File: src/rtl/hex_scan_ctrl.sv
// Four-digit multiplexed hex display scanner with a single shared segment
// decoder, per-digit blanking, leading-zero suppression and a valid/ready
// write port whose updates take effect only on frame boundaries.

// Hex nibble to active-low 7-segment pattern, bit0=a .. bit6=g.
module hex_disp (
   input  logic [3:0] i_nib,
   output logic [6:0] o_seg
);

   // Pure lookup; one instance is time-shared across all digits.
   always_comb begin
      o_seg = 7'h7F;
      unique case (i_nib)
         4'h0: o_seg = 7'h40;
         4'h1: o_seg = 7'h79;
         4'h2: o_seg = 7'h24;
         4'h3: o_seg = 7'h30;
         4'h4: o_seg = 7'h19;
         4'h5: o_seg = 7'h12;
         4'h6: o_seg = 7'h02;
         4'h7: o_seg = 7'h78;
         4'h8: o_seg = 7'h00;
         4'h9: o_seg = 7'h10;
         4'hA: o_seg = 7'h08;
         4'hB: o_seg = 7'h03;
         4'hC: o_seg = 7'h46;
         4'hD: o_seg = 7'h21;
         4'hE: o_seg = 7'h06;
         4'hF: o_seg = 7'h0E;
      endcase
   end

endmodule

module hex_scan_ctrl #(
   parameter int unsigned DIV = 50000
) (
   input  logic        clk,
   input  logic        rst,
   input  logic        wr_valid,
   output logic        wr_ready,
   input  logic [15:0] wr_data,
   input  logic [3:0]  wr_blank,
   input  logic        lz_en,
   output logic [3:0]  an,
   output logic [6:0]  seg,
   output logic [1:0]  digit_sel
);

   localparam int unsigned CntW = $clog2(DIV);
   localparam logic [CntW-1:0] CntMax = CntW'(DIV - 1);
   localparam logic [CntW-1:0] CntInc = CntW'(1);

   typedef enum logic {StEmpty, StPending} state_t;

   logic [CntW-1:0] r_cnt;
   logic [1:0]      r_idx;
   state_t          r_state;
   state_t          w_state_d;
   logic [15:0]     r_disp;
   logic [15:0]     w_disp_d;
   logic [3:0]      r_blank;
   logic [3:0]      w_blank_d;
   logic [15:0]     r_pend_data;
   logic [15:0]     w_pend_data_d;
   logic [3:0]      r_pend_blank;
   logic [3:0]      w_pend_blank_d;

   logic            w_boundary;
   logic            w_xfer;
   logic [3:0]      w_nib;
   logic [6:0]      w_seg;
   logic [3:0]      w_lz_sup;
   logic            w_dark;

   assign w_boundary = (r_idx == 2'd3) && (r_cnt == CntMax);
   // Gated by rst so the port reads not-ready while reset is held.
   assign wr_ready   = (r_state == StEmpty) && !rst;
   assign w_xfer     = wr_valid && wr_ready;
   assign digit_sel  = r_idx;

   // Slot counter and digit index; idx advances when the slot counter wraps.
   always_ff @(posedge clk or posedge rst) begin
      if (rst) begin
         r_cnt <= '0;
         r_idx <= 2'd0;
      end else if (r_cnt == CntMax) begin
         r_cnt <= '0;
         r_idx <= r_idx + 2'd1;
      end else begin
         r_cnt <= r_cnt + CntInc;
      end
   end

   // Handshake state, pending buffer and display registers.
   always_ff @(posedge clk or posedge rst) begin
      if (rst) begin
         r_state      <= StEmpty;
         r_disp       <= 16'h0000;
         r_blank      <= 4'b1111;
         r_pend_data  <= 16'h0000;
         r_pend_blank <= 4'b0000;
      end else begin
         r_state      <= w_state_d;
         r_disp       <= w_disp_d;
         r_blank      <= w_blank_d;
         r_pend_data  <= w_pend_data_d;
         r_pend_blank <= w_pend_blank_d;
      end
   end

   // Next-state: display registers only ever change on the boundary edge.
   always_comb begin
      w_state_d      = r_state;
      w_disp_d       = r_disp;
      w_blank_d      = r_blank;
      w_pend_data_d  = r_pend_data;
      w_pend_blank_d = r_pend_blank;
      unique case (r_state)
         StEmpty: begin
            if (w_xfer) begin
               if (w_boundary) begin
                  // Arrives exactly at the frame edge: skip the buffer.
                  w_disp_d  = wr_data;
                  w_blank_d = wr_blank;
               end else begin
                  w_pend_data_d  = wr_data;
                  w_pend_blank_d = wr_blank;
                  w_state_d      = StPending;
               end
            end
         end
         StPending: begin
            if (w_boundary) begin
               w_disp_d  = r_pend_data;
               w_blank_d = r_pend_blank;
               w_state_d = StEmpty;
            end
         end
      endcase
   end

   // Leading-zero suppression chain from the top digit down; digit 0 always shows.
   always_comb begin
      w_lz_sup    = 4'b0000;
      w_lz_sup[3] = lz_en && (r_disp[15:12] == 4'h0);
      w_lz_sup[2] = w_lz_sup[3] && (r_disp[11:8] == 4'h0);
      w_lz_sup[1] = w_lz_sup[2] && (r_disp[7:4] == 4'h0);
   end

   // Select the nibble of the digit being scanned.
   always_comb begin
      w_nib = 4'h0;
      unique case (r_idx)
         2'd0: w_nib = r_disp[3:0];
         2'd1: w_nib = r_disp[7:4];
         2'd2: w_nib = r_disp[11:8];
         2'd3: w_nib = r_disp[15:12];
      endcase
   end

   hex_disp u_hex_disp (
      .i_nib (w_nib),
      .o_seg (w_seg)
   );

   // cnt==0 is the anti-ghost gap; segments are also dark there.
   assign w_dark = (r_cnt == '0) || r_blank[r_idx] || w_lz_sup[r_idx];

   // Drive anodes and segments from registered state only.
   always_comb begin
      an  = 4'b1111;
      seg = 7'h7F;
      if (!w_dark) begin
         an  = ~(4'b0001 << r_idx);
         seg = w_seg;
      end
   end

endmodule
File: config.mk
export PLATFORM = sky130hd
export DESIGN_NAME = hex_scan_ctrl
export DESIGN_NICKNAME = d
export VERILOG_FILES = /design/src/rtl/hex_scan_ctrl.sv
export SDC_FILE = /design/constraint.sdc
export NUM_CORES = 1
export LEC_CHECK = 0
export ABC_AREA = 1
export BUFFER_PORTS_ARGS = -buffer_cell sky130_fd_sc_hd__buf_2
export CAP_MARGIN = 20
export CORE_ASPECT_RATIO = 0.6
export CORE_MARGIN = 2
export CORE_UTILIZATION = 55
export CTS_BUF_LIST = sky130_fd_sc_hd__clkbuf_8
export DETAILED_ROUTE_END_ITERATION = 6
export PLACE_DENSITY = 0.75
export SYNTH_ARGS = -nofsm -noshare
export SYNTH_HDL_FRONTEND = slang
export SYNTH_SLANG_ARGS = --single-unit
File: constraint.sdc
create_clock -name clk -period 6.6 [get_ports clk]
set_input_delay 0.66 -clock clk [delete_from_list [all_inputs] [get_ports clk]]
set_output_delay 0.66 -clock clk [all_outputs]
set_load 0.03 [all_outputs]
==> flow_summary.json, run 1 <==
{
  "post-route-min-period_ns": 3.90,
  "routed_via_density": 5.39,
  "final_hold_viol_count": 0,
  "cts_root_buffer": "sky130_fd_sc_hd__clkbuf_8",
  "post-route-period-util_pct": 59.0,
  "netlist_top_cells_area": "sky130_fd_sc_hd__dfrtp_1, sky130_fd_sc_hd__nand2_1, sky130_fd_sc_hd__nand3_1, sky130_fd_sc_hd__mux2_2, sky130_fd_sc_hd__nor2_1",
  "worst_ep_arrival_time_ns": 3.24,
  "cts.reportedPaths.clkPinSlew_ns": 0.06,
  "wire_per_inst_um": 14.3,
  "cts-htree-levels": 3,
  "ioPinCount": 38,
  "yosysUniqueCellTypes": 31,
  "wirelength_routed_um": 8440,
  "post-dp-hpwl_um": 6090,
  "synth_edf_count": 0,
  "ys_ff_latch": 59,
  "drt_drc_violations_left": 0,
  "die-width_um": 108,
  "setup_repair_after_global_routing_missed_its_margin": "false",
  "grt_pass1_wl_um": 14700,
  "layout-drive-gt1-share_pct": 18.1,
  "finClkSkew_ns": 0.00497,
  "detail-route-antenna-nets": 0,
  "ctsLongestPathBuffers": 2,
  "slew-limit-headroom_pct": 37.5,
  "critical_path.startpoint_type": "register",
  "min-delay-path-class": "in -> async",
  "floorplan.initialDensity_pct": 57.9,
  "largest_net_degree_at_the_start_of_global_routing": 42,
  "worstSkewPairLatency_ns": 0.35,
  "synth_async_sr_flop_share_pct": 100,
  "drtPass1Iterations": 5,
  "num_vias": 3186,
  "drv_cap": 0,
  "setup_ws_ns": 2.70,
  "top_fanout_value_on_the_critical_path": 27,
  "data_required_time_at_the_worst_endpoint_ns": 5.94,
  "finalSetupViolations": 0,
  "p_clk_share_pct": 35.2,
  "vdd_drop_max_uv": 180,
  "syn-cell-area_um2": 3600,
  "nets": 539,
  "core-area_um2": 6220,
  "dp.cells": 575,
  "timing.fmax_mhz": 257,
  "die_height_um": 66.7,
  "post-cts-setup-buffer-count": 0,
  "power_switching_share_pct": 26.4,
  "global_route.usage.total_pct": 26.7,
  "seq_power_share_pct": 50.5,
  "dr.first_iter.drc_count": 322,
  "synth_fp_nets": 510,
  "die-area_um2": 7240,
  "cts_hold_buf": 0,
  "first_global_vias": 2995,
  "syn2layout_area_growth_pct": 9.83,
  "global_placement_routability_congestion": 0.964,
  "p_sw_mw": 0.217,
  "yosysTopAreaCellShare_pct": 38.2,
  "netlist.top_cell.by_area": "sky130_fd_sc_hd__dfrtp_1",
  "finalNonFillerCells": 591,
  "cts_resizes": 0,
  "pre_cts_slack_ns": 3.15,
  "status": "complete, no violations",
  "cellLeakagePower_nw": 2.14,
  "cts_inserted_buffers": 9,
  "post-route-util_pct": 63.6,
  "p_int_mw": 0.603,
  "tritoncts_clock_tree": "built",
  "synthFlopType": "sky130_fd_sc_hd__dfrtp_1",
  "fin_tns_setup_ns": 0,
  "comb_power_share_pct": 14.3,
  "yosysMostFrequentCell": "sky130_fd_sc_hd__nand2_1",
  "syn_inst": 473,
  "worst_setup_path_end_kind": "output pin",
  "globalRoute.totalOverflow": 0,
  "synth.top_cells.by_count": "sky130_fd_sc_hd__nand2_1, sky130_fd_sc_hd__nand3_1, sky130_fd_sc_hd__dfrtp_1, sky130_fd_sc_hd__nor2_1, sky130_fd_sc_hd__inv_1",
  "io_buffers": 37,
  "worstMarginPinSlew_ns": 0.938,
  "critPathKind": "reg -> out",
  "fp-row-count": 22,
  "fillers": 557,
  "finalMaxSlewViolations": 0,
  "diodes": 0,
  "yosys_warnings": 0,
  "synth.yosys.seq_area_share_pct": 41.1,
  "cts.sinks": 59,
  "p_per_area_nw_per_um2": 207,
  "antenna_found_initial": 0,
  "synth_area_per_cell_um2": 7.62
}
[routing by layer]
| layer | vias up | share of wire, % | global-route usage [%] |
|---|---|---|---|
| met2 | 111 | 39 | 36.8 |
| met1 | 1486 | 53 | 40.7 |
| met5 | - | 0 | 0 |
| li1 | 1581 | - | - |
| met4 | 0 | 0.71 | 5.93 |
| met3 | 8 | 7.0 | 8.12 |
[through the flow]
step           power [mW]  area, um^2  hold WS (ns)
2_1_floorplan       0.508        3600         0.434
3_3_place_gp        0.532        3780         0.448
3_5_place_dp        0.537        3780         0.457
4_1_cts             0.825        3960         0.339
5_1_grt             0.865        3960         0.354
6_report            0.820        3960         0.330
[power groups by stage]
stage	Combinational [mW]	Sequential [mW]	Clock, mW
6_report	0.117	0.414	0.289
5_1_grt	0.133	0.417	0.315
4_1_cts	0.118	0.413	0.295
3_5_place_dp	0.117	0.419	0
3_3_place_gp	0.116	0.417	0
2_1_floorplan	0.0948	0.413	0
[critical path, cell delays in order (launching register included)]
cell                      delay [ns]
sky130_fd_sc_hd__dfrtp_1        0.48
sky130_fd_sc_hd__ha_1           0.57
sky130_fd_sc_hd__nand2_1        0.18
sky130_fd_sc_hd__nand2_1        0.06
sky130_fd_sc_hd__o21ai_0        0.54
sky130_fd_sc_hd__inv_1          0.21
sky130_fd_sc_hd__ha_1           0.28
sky130_fd_sc_hd__nand3_1        0.13
sky130_fd_sc_hd__nand2_1        0.08
sky130_fd_sc_hd__nand2_1        0.06
sky130_fd_sc_hd__nand3_1        0.07
sky130_fd_sc_hd__buf_2          0.22
[cell type report]
cell class | instances | area [um^2] | area share [%]
Clock buffer | 11 | 151 | 3.83
Timing Repair Buffer | 39 | 200 | 5.06
Inverter | 38 | 143 | 3.60
Clock inverter | 5 | 21.3 | 0.537
Sequential cell | 59 | 1480 | 37.4
Tap cell | 84 | 105 | 2.66
Multi-Input combinational cell | 355 | 1860 | 46.9
[path summary, 6_finish.rpt]
check / to / slack (ns) / start / cells after the start
max in group asynchronous: r_disp[8] / 5.40 / rst / 3
worst min-delay path: r_cnt[2] / 0.33 / rst / 2
worst min register to register: r_blank[1] / 0.46 / r_blank[1] / 2
worst max register to register: r_disp[8] / 3.59 / r_state / 5
min in group clk: r_blank[1] / 0.46 / r_blank[1] / 2
worst max-delay path: seg[5] / 2.70 / digit_sel[0] / 11
[sequential cells by signal (all words and copies together), names as in the netlist]
register and count:
digit_sel 2, r_blank 4, r_disp 16, r_state 1, r_cnt 16, r_pend_blank 4, r_pend_data 16
[cells by family after synthesis]
logic type      synth area share, %
fa+ha+maj                      4.51
flops                          41.1
buf+inv                        7.40
xor+xnor                       2.19
compound gates                 1.46
simple gates                   37.1
mux                            6.25
[cells in the final DEF, fill, tap and decap left out, types with 2 or more instances in the layout]
cell and n:
sky130_fd_sc_hd__inv_2 4, sky130_fd_sc_hd__nand3_1 56, sky130_fd_sc_hd__nand3_2 2, sky130_fd_sc_hd__buf_2 37, sky130_fd_sc_hd__ha_1 13, sky130_fd_sc_hd__nand2_1 161
sky130_fd_sc_hd__clkinv_2 2, sky130_fd_sc_hd__mux2_2 20, sky130_fd_sc_hd__nand2_2 3, sky130_fd_sc_hd__nor2_4 2, sky130_fd_sc_hd__nor2_1 45, sky130_fd_sc_hd__inv_1 37
sky130_fd_sc_hd__o21ai_0 4, sky130_fd_sc_hd__a21oi_1 4, sky130_fd_sc_hd__or2_2 3, sky130_fd_sc_hd__dfstp_2 4, sky130_fd_sc_hd__nand4_1 23, sky130_fd_sc_hd__dfrtp_1 55
sky130_fd_sc_hd__nor3_1 2, sky130_fd_sc_hd__clkbuf_8 11, sky130_fd_sc_hd__buf_4 2, sky130_fd_sc_hd__xor2_1 8
(Power assumes the default switching activity.)
==> inputs of run 2 (changes only) <==
PLACE_DENSITY = 0.78   (was 0.75)
clock period = 3.4 ns   (was 6.6 ns; I/O delays follow)
==> flow_summary.json, run 2 (synthesized netlist as in run 1, its figures left out) <==
{
  "status": "complete, no violations",
  "post-cts-setup-buffer-count": 0,
  "route.met3.wl_um": 784,
  "global_placement_routability_congestion": 0.977,
  "wl_met1_um": 4220,
  "grt_pass1_wl_um": 15300,
  "finalNonFillerCells": 595,
  "final_hold_viol_count": 0,
  "top_fanout_value_on_the_critical_path": 9,
  "fin_tns_setup_ns": 0,
  "cp_capture_point": "seg[3]",
  "drt_drc_violations_left": 0,
  "layout.cells.most_common_list": "sky130_fd_sc_hd__nand2_1, sky130_fd_sc_hd__nand3_1, sky130_fd_sc_hd__dfrtp_1",
  "p_clk_share_pct": 41.7,
  "die-width_um": 108,
  "setup_repair_after_global_routing_missed_its_margin": "false",
  "cts_inserted_buffers": 9,
  "final_common_cell": "sky130_fd_sc_hd__nand2_1",
  "antenna_found_initial": 0,
  "drv_cap": 0,
  "ctsLongestPathBuffers": 2,
  "met2RoutedLength_um": 3860,
  "critical_path.startpoint_type": "register",
  "timing.fmax_mhz": 321,
  "dr.first_iter.drc_count": 239,
  "final.hold.worst_slack_ns": 0.0624,
  "cts.sinks": 59,
  "regToRegSetupSlack_ns": 1.03,
  "rr_endpoint": "r_pend_data[4]",
  "layout-drive-gt1-share_pct": 19.6,
  "finalMaxSlewViolations": 0,
  "cts_root_buffer": "sky130_fd_sc_hd__clkbuf_8",
  "tritoncts_clock_tree": "built",
  "syn2layout_area_growth_pct": 12.4,
  "min-delay-path-class": "in -> async",
  "top_layer_used": "met4",
  "p_sw_mw": 0.450,
  "totalPowerFinal_mw": 1.78,
  "cts.reportedPaths.clkPinSlew_ns": 0.07,
  "cts-htree-levels": 3,
  "startpoint_of_the_worst_slack_reg_to_reg_timing_path": "digit_sel[0]",
  "io_buffers": 37,
  "fp-row-count": 22,
  "global_route.usage.total_pct": 28.3,
  "largest_registers": "r_cnt x16, r_disp x16, r_pend_data x16",
  "dp.cells": 579,
  "worst_setup_path_end_kind": "output pin",
  "ioPinCount": 38,
  "post-route-period-util_pct": 91.5,
  "seq_power_share_pct": 45.3,
  "p_int_mw": 1.33,
  "drtPass1Iterations": 5,
  "worstRegToRegCells": 6,
  "slew-limit-headroom_pct": 51.4,
  "core-area_um2": 6220,
  "detail-route-antenna-nets": 0,
  "data_required_time_at_the_worst_endpoint_ns": 3.06,
  "worstMarginPinSlew_ns": 0.726,
  "die-area_um2": 7240,
  "routed_via_density": 5.48,
  "largest_net_degree_at_the_start_of_global_routing": 31,
  "nets": 543,
  "finClkSkew_ns": 0.0141,
  "worstSkewPairLatency_ns": 0.37,
  "die_height_um": 66.7,
  "crit_path_start": "digit_sel[0]",
  "p_per_area_nw_per_um2": 439,
  "first_global_vias": 3164,
  "critPathKind": "reg -> out",
  "post-route-util_pct": 65.1,
  "diodes": 0,
  "globalRoute.totalOverflow": 0,
  "post-dp-hpwl_um": 6550,
  "wirelength_routed_um": 8930,
  "worst_ep_arrival_time_ns": 2.77,
  "wire_per_inst_um": 15.0,
  "vdd_drop_max_uv": 258,
  "num_vias": 3262,
  "floorplan.initialDensity_pct": 57.9,
  "power_switching_share_pct": 25.3,
  "cellLeakagePower_nw": 2.17,
  "cts_hold_buf": 0,
  "finalSetupViolations": 0,
  "post-route-min-period_ns": 3.11,
  "comb_power_share_pct": 13.0
}
run 2: cell types whose count changed in the layout (fill, tap and decap cells not counted), sizes merged:
cell      before  now
bufinv         0    2
buf           39   43
clkinvlp       0    1
clkinv         2    1
inv           41   39
run 2: worst max-delay path: stages (launching register included):
cell	delay (ns)
sky130_fd_sc_hd__dfrtp_1	0.52
sky130_fd_sc_hd__inv_1	0.17
sky130_fd_sc_hd__ha_1	0.28
sky130_fd_sc_hd__inv_2	0.14
sky130_fd_sc_hd__nand2_1	0.09
sky130_fd_sc_hd__o21ai_2	0.28
sky130_fd_sc_hd__inv_1	0.14
sky130_fd_sc_hd__ha_1	0.23
sky130_fd_sc_hd__nand3_1	0.13
sky130_fd_sc_hd__nand3_1	0.11
sky130_fd_sc_hd__nand2_1	0.08
sky130_fd_sc_hd__nand2_1	0.04
sky130_fd_sc_hd__buf_2	0.20
run 2: what timing repair did:
action | 4_1_cts | 5_1_grt
pin swaps | 0 | 0
setup endpoints to repair | 3 | 4
resized for setup | 1 | 2
run 2: power by group through the flow:
stage          combinational (mW)  clock [mW]  sequential (mW)
6_report                    0.231       0.741            0.804
3_5_place_dp                0.232           0            0.816
5_1_grt                     0.262       0.790            0.810
4_1_cts                     0.233       0.747            0.803
2_1_floorplan               0.184           0            0.803
3_3_place_gp                0.223           0            0.809
run 2: cell type report:
type,instances,area [um^2]
inverter,38,143
sequential,59,1480
multi-input combinational,355,1860
timing repair buffer,43,230
fill,571,2170
clock inverter,5,76.3
clock buffer,11,151
tap,84,105
run 2: metal layers:
layer,GRT usage (%),vias up
li1,-,1584
met1,39.7,1551
met2,41.4,119
met3,10.6,8
met4,7.05,0
met5,0,-
run 2: worst min path at each step:
stage | startpoint | end | slack (ns) | depth (start not counted)
final | rst | r_cnt[7] | 0.06 | 2
after detailed placement | r_blank[2] | r_blank[2] | 0.46 | 2
after CTS | rst | r_cnt[7] | 0.08 | 2
after global routing | rst | r_cnt[10] | 0.10 | 2
after floorplan | r_disp[1] | r_disp[1] | 0.43 | 2
after global placement | r_pend_data[5] | r_pend_data[5] | 0.45 | 2
run 2: stage by stage:
stage | area, um^2 | setup slack, ns
after floorplan | 3600 | 0.562
after global placement | 3810 | 0.530
after detailed placement | 3810 | 0.343
after CTS | 4040 | 0.170
after global routing | 4050 | 0.0324
final | 4050 | 0.290
==> inputs of run 3 (changes only) <==
SETUP_SLACK_MARGIN = 0.5   (was not set)
clock period = 2.7 ns   (was 3.4 ns; I/O delays follow)
==> flow_summary.json, run 3 (synthesized netlist as in run 1, its figures left out) <==
{
  "status": "complete, no violations",
  "largest_registers": "r_cnt x16, r_disp x16, r_pend_data x16",
  "worst_setup_path_end_kind": "output pin",
  "die_height_um": 66.7,
  "p_int_mw": 1.62,
  "finClkSkew_ns": 0.00758,
  "detail-route-antenna-nets": 0,
  "fillers": 467,
  "timing.fmax_mhz": 382,
  "finalSetupViolations": 0,
  "grt_pass1_wl_um": 16000,
  "drv_cap": 0,
  "dp.cells": 581,
  "largest_net_degree_at_the_start_of_global_routing": 35,
  "seq_area_um2": 1480,
  "cts_root_buffer": "sky130_fd_sc_hd__clkbuf_8",
  "fin_tns_setup_ns": 0,
  "critPathKind": "reg -> out",
  "ioPinCount": 38,
  "post-route-min-period_ns": 2.62,
  "wire_per_inst_um": 17.0,
  "placed_cell_area_um2": 3890,
  "nets": 562,
  "finalInstanceArea_um2": 4540,
  "finalMaxSlewViolations": 0,
  "io_buffers": 37,
  "post-dp-hpwl_um": 6430,
  "cts_hold_buf": 0,
  "cts.reportedPaths.clkPinSlew_ns": 0.07,
  "final_hold_viol_count": 0,
  "finalNonFillerCells": 614,
  "min-delay-path-class": "in -> async",
  "layout-drive-gt1-share_pct": 31.7,
  "vdd_drop_max_uv": 399,
  "cts-htree-levels": 3,
  "fp-row-count": 22,
  "timing.critical_path.slowest_cell_delay_ns": 0.48,
  "p_per_area_nw_per_um2": 482,
  "die-area_um2": 7240,
  "routed_via_density": 5.82,
  "final_common_cell": "sky130_fd_sc_hd__nand2_1",
  "drt_drc_violations_left": 0,
  "slew-limit-headroom_pct": 50.2,
  "p_clk_share_pct": 40.1,
  "tritoncts_clock_tree": "built",
  "power_switching_share_pct": 26.0,
  "dr.first_iter.drc_count": 398,
  "p_sw_mw": 0.569,
  "setup_repair_after_global_routing_missed_its_margin": "true",
  "drtPass1Iterations": 5,
  "layout.cells.most_common_list": "sky130_fd_sc_hd__nand2_1, sky130_fd_sc_hd__dfrtp_1, sky130_fd_sc_hd__nand3_1",
  "timing.critical_path.slowest_stage_cell": "sky130_fd_sc_hd__dfrtp_2",
  "area_taken_by_multi_input_logic_gates_um2": 2150,
  "top_fanout_value_on_the_critical_path": 7,
  "comb_power_share_pct": 13.2,
  "global_placement_routability_congestion": 1.01,
  "worstMarginPinSlew_ns": 0.746,
  "cts_inserted_buffers": 9,
  "globalRoute.totalOverflow": 0,
  "data_required_time_at_the_worst_endpoint_ns": 2.43,
  "ctsLongestPathBuffers": 2,
  "cellLeakagePower_nw": 2.31,
  "post-route-period-util_pct": 97.1,
  "floorplan.initialDensity_pct": 57.9,
  "core-area_um2": 6220,
  "seq_power_share_pct": 46.7,
  "global_route.usage.total_pct": 29.9,
  "antenna_found_initial": 0,
  "wirelength_routed_um": 10400,
  "die-width_um": 108,
  "path_cells": "inv_4 -> ha_4 -> inv_6 -> or2_4 -> o21ai_4 -> buf_6 -> ha_4 -> nand3_2 -> nand2_1 -> nand2_1 -> nand3_2 -> buf_6",
  "worst_ep_arrival_time_ns": 2.35,
  "final.hold.worst_slack_ns": 0.0788,
  "diodes": 0,
  "critical_path.startpoint_type": "register",
  "first_global_vias": 3199,
  "num_vias": 3576,
  "worstSkewPairLatency_ns": 0.36,
  "cts.sinks": 59,
  "syn2layout_area_growth_pct": 25.9
}
-- run 3: per-stage QoR --
| step | utilization [%] | power (mW) | setup WS, ns |
|---|---|---|---|
| 4_1_cts | 70.7 | 2.19 | 0.164 |
| 3_3_place_gp | 62.6 | 1.31 | 0.356 |
| 6_report | 72.9 | 2.19 | 0.0794 |
| 5_1_grt | 72.9 | 2.28 | -0.0176 |
| 3_5_place_dp | 62.6 | 1.33 | 0.308 |
| 2_1_floorplan | - | 1.24 | 0.500 |
-- run 3: layout make-up --
type / instances / share of cell area (%)
inverters: 38 / 3.36
repair buffers: 62 / 9.71
clock inverters: 7 / 1.85
clock buffers: 9 / 2.73
well taps: 84 / 2.32
multi-input cells: 355 / 47.3
flip-flops and latches: 59 / 32.7
-- run 3: worst max-delay path, delay by kind of cell (launching register included) --
| kind | cells | cell delay (ns) |
|---|---|---|
| AO/OA/AOI/OAI | 1 | 0.12 |
| adder cells (fa/ha/maj) | 2 | 0.33 |
| flip-flops | 1 | 0.48 |
| buffers and inverters | 4 | 0.44 |
| AND/OR/NAND/NOR | 5 | 0.60 |
-- run 3: power by group through the flow --
stage,logic [mW],clock network [mW],registers (mW)
2_1_floorplan,0.232,0,1.01
3_3_place_gp,0.278,0,1.03
3_5_place_dp,0.287,0,1.04
4_1_cts,0.290,0.882,1.02
5_1_grt,0.321,0.929,1.03
6_report,0.289,0.878,1.02
-- run 3: per-layer routing --
layer	up-vias	global-route usage (%)	routed length, um
met5	-	0	0
met4	0	12.3	272
met3	35	8.51	1130
met2	254	42.9	4480
met1	1665	42.1	4570
li1	1622	-	-
-- run 3: timing repair --
action | 4_1_cts | 5_1_grt
setup buffers | 9 | 8
pin swaps | 11 | 12
gates resized for setup | 53 | 22
endpoints found under the setup margin | 7 | 31
-- run 3: path summary, 6_finish.rpt --
path                           startpoint              end  slack, ns  cells past startpoint
min in group clk              wr_data[10]  r_pend_data[10]       0.16                      3
max                          digit_sel[0]           seg[0]       0.08                     12
max reg2reg                      r_cnt[0]   r_pend_data[2]       0.69                     10
min reg2reg                r_pend_data[9]   r_pend_data[9]       0.47                      2
min                                   rst         r_cnt[8]       0.08                      2
max in group asynchronous             rst       r_blank[0]       1.97                      3
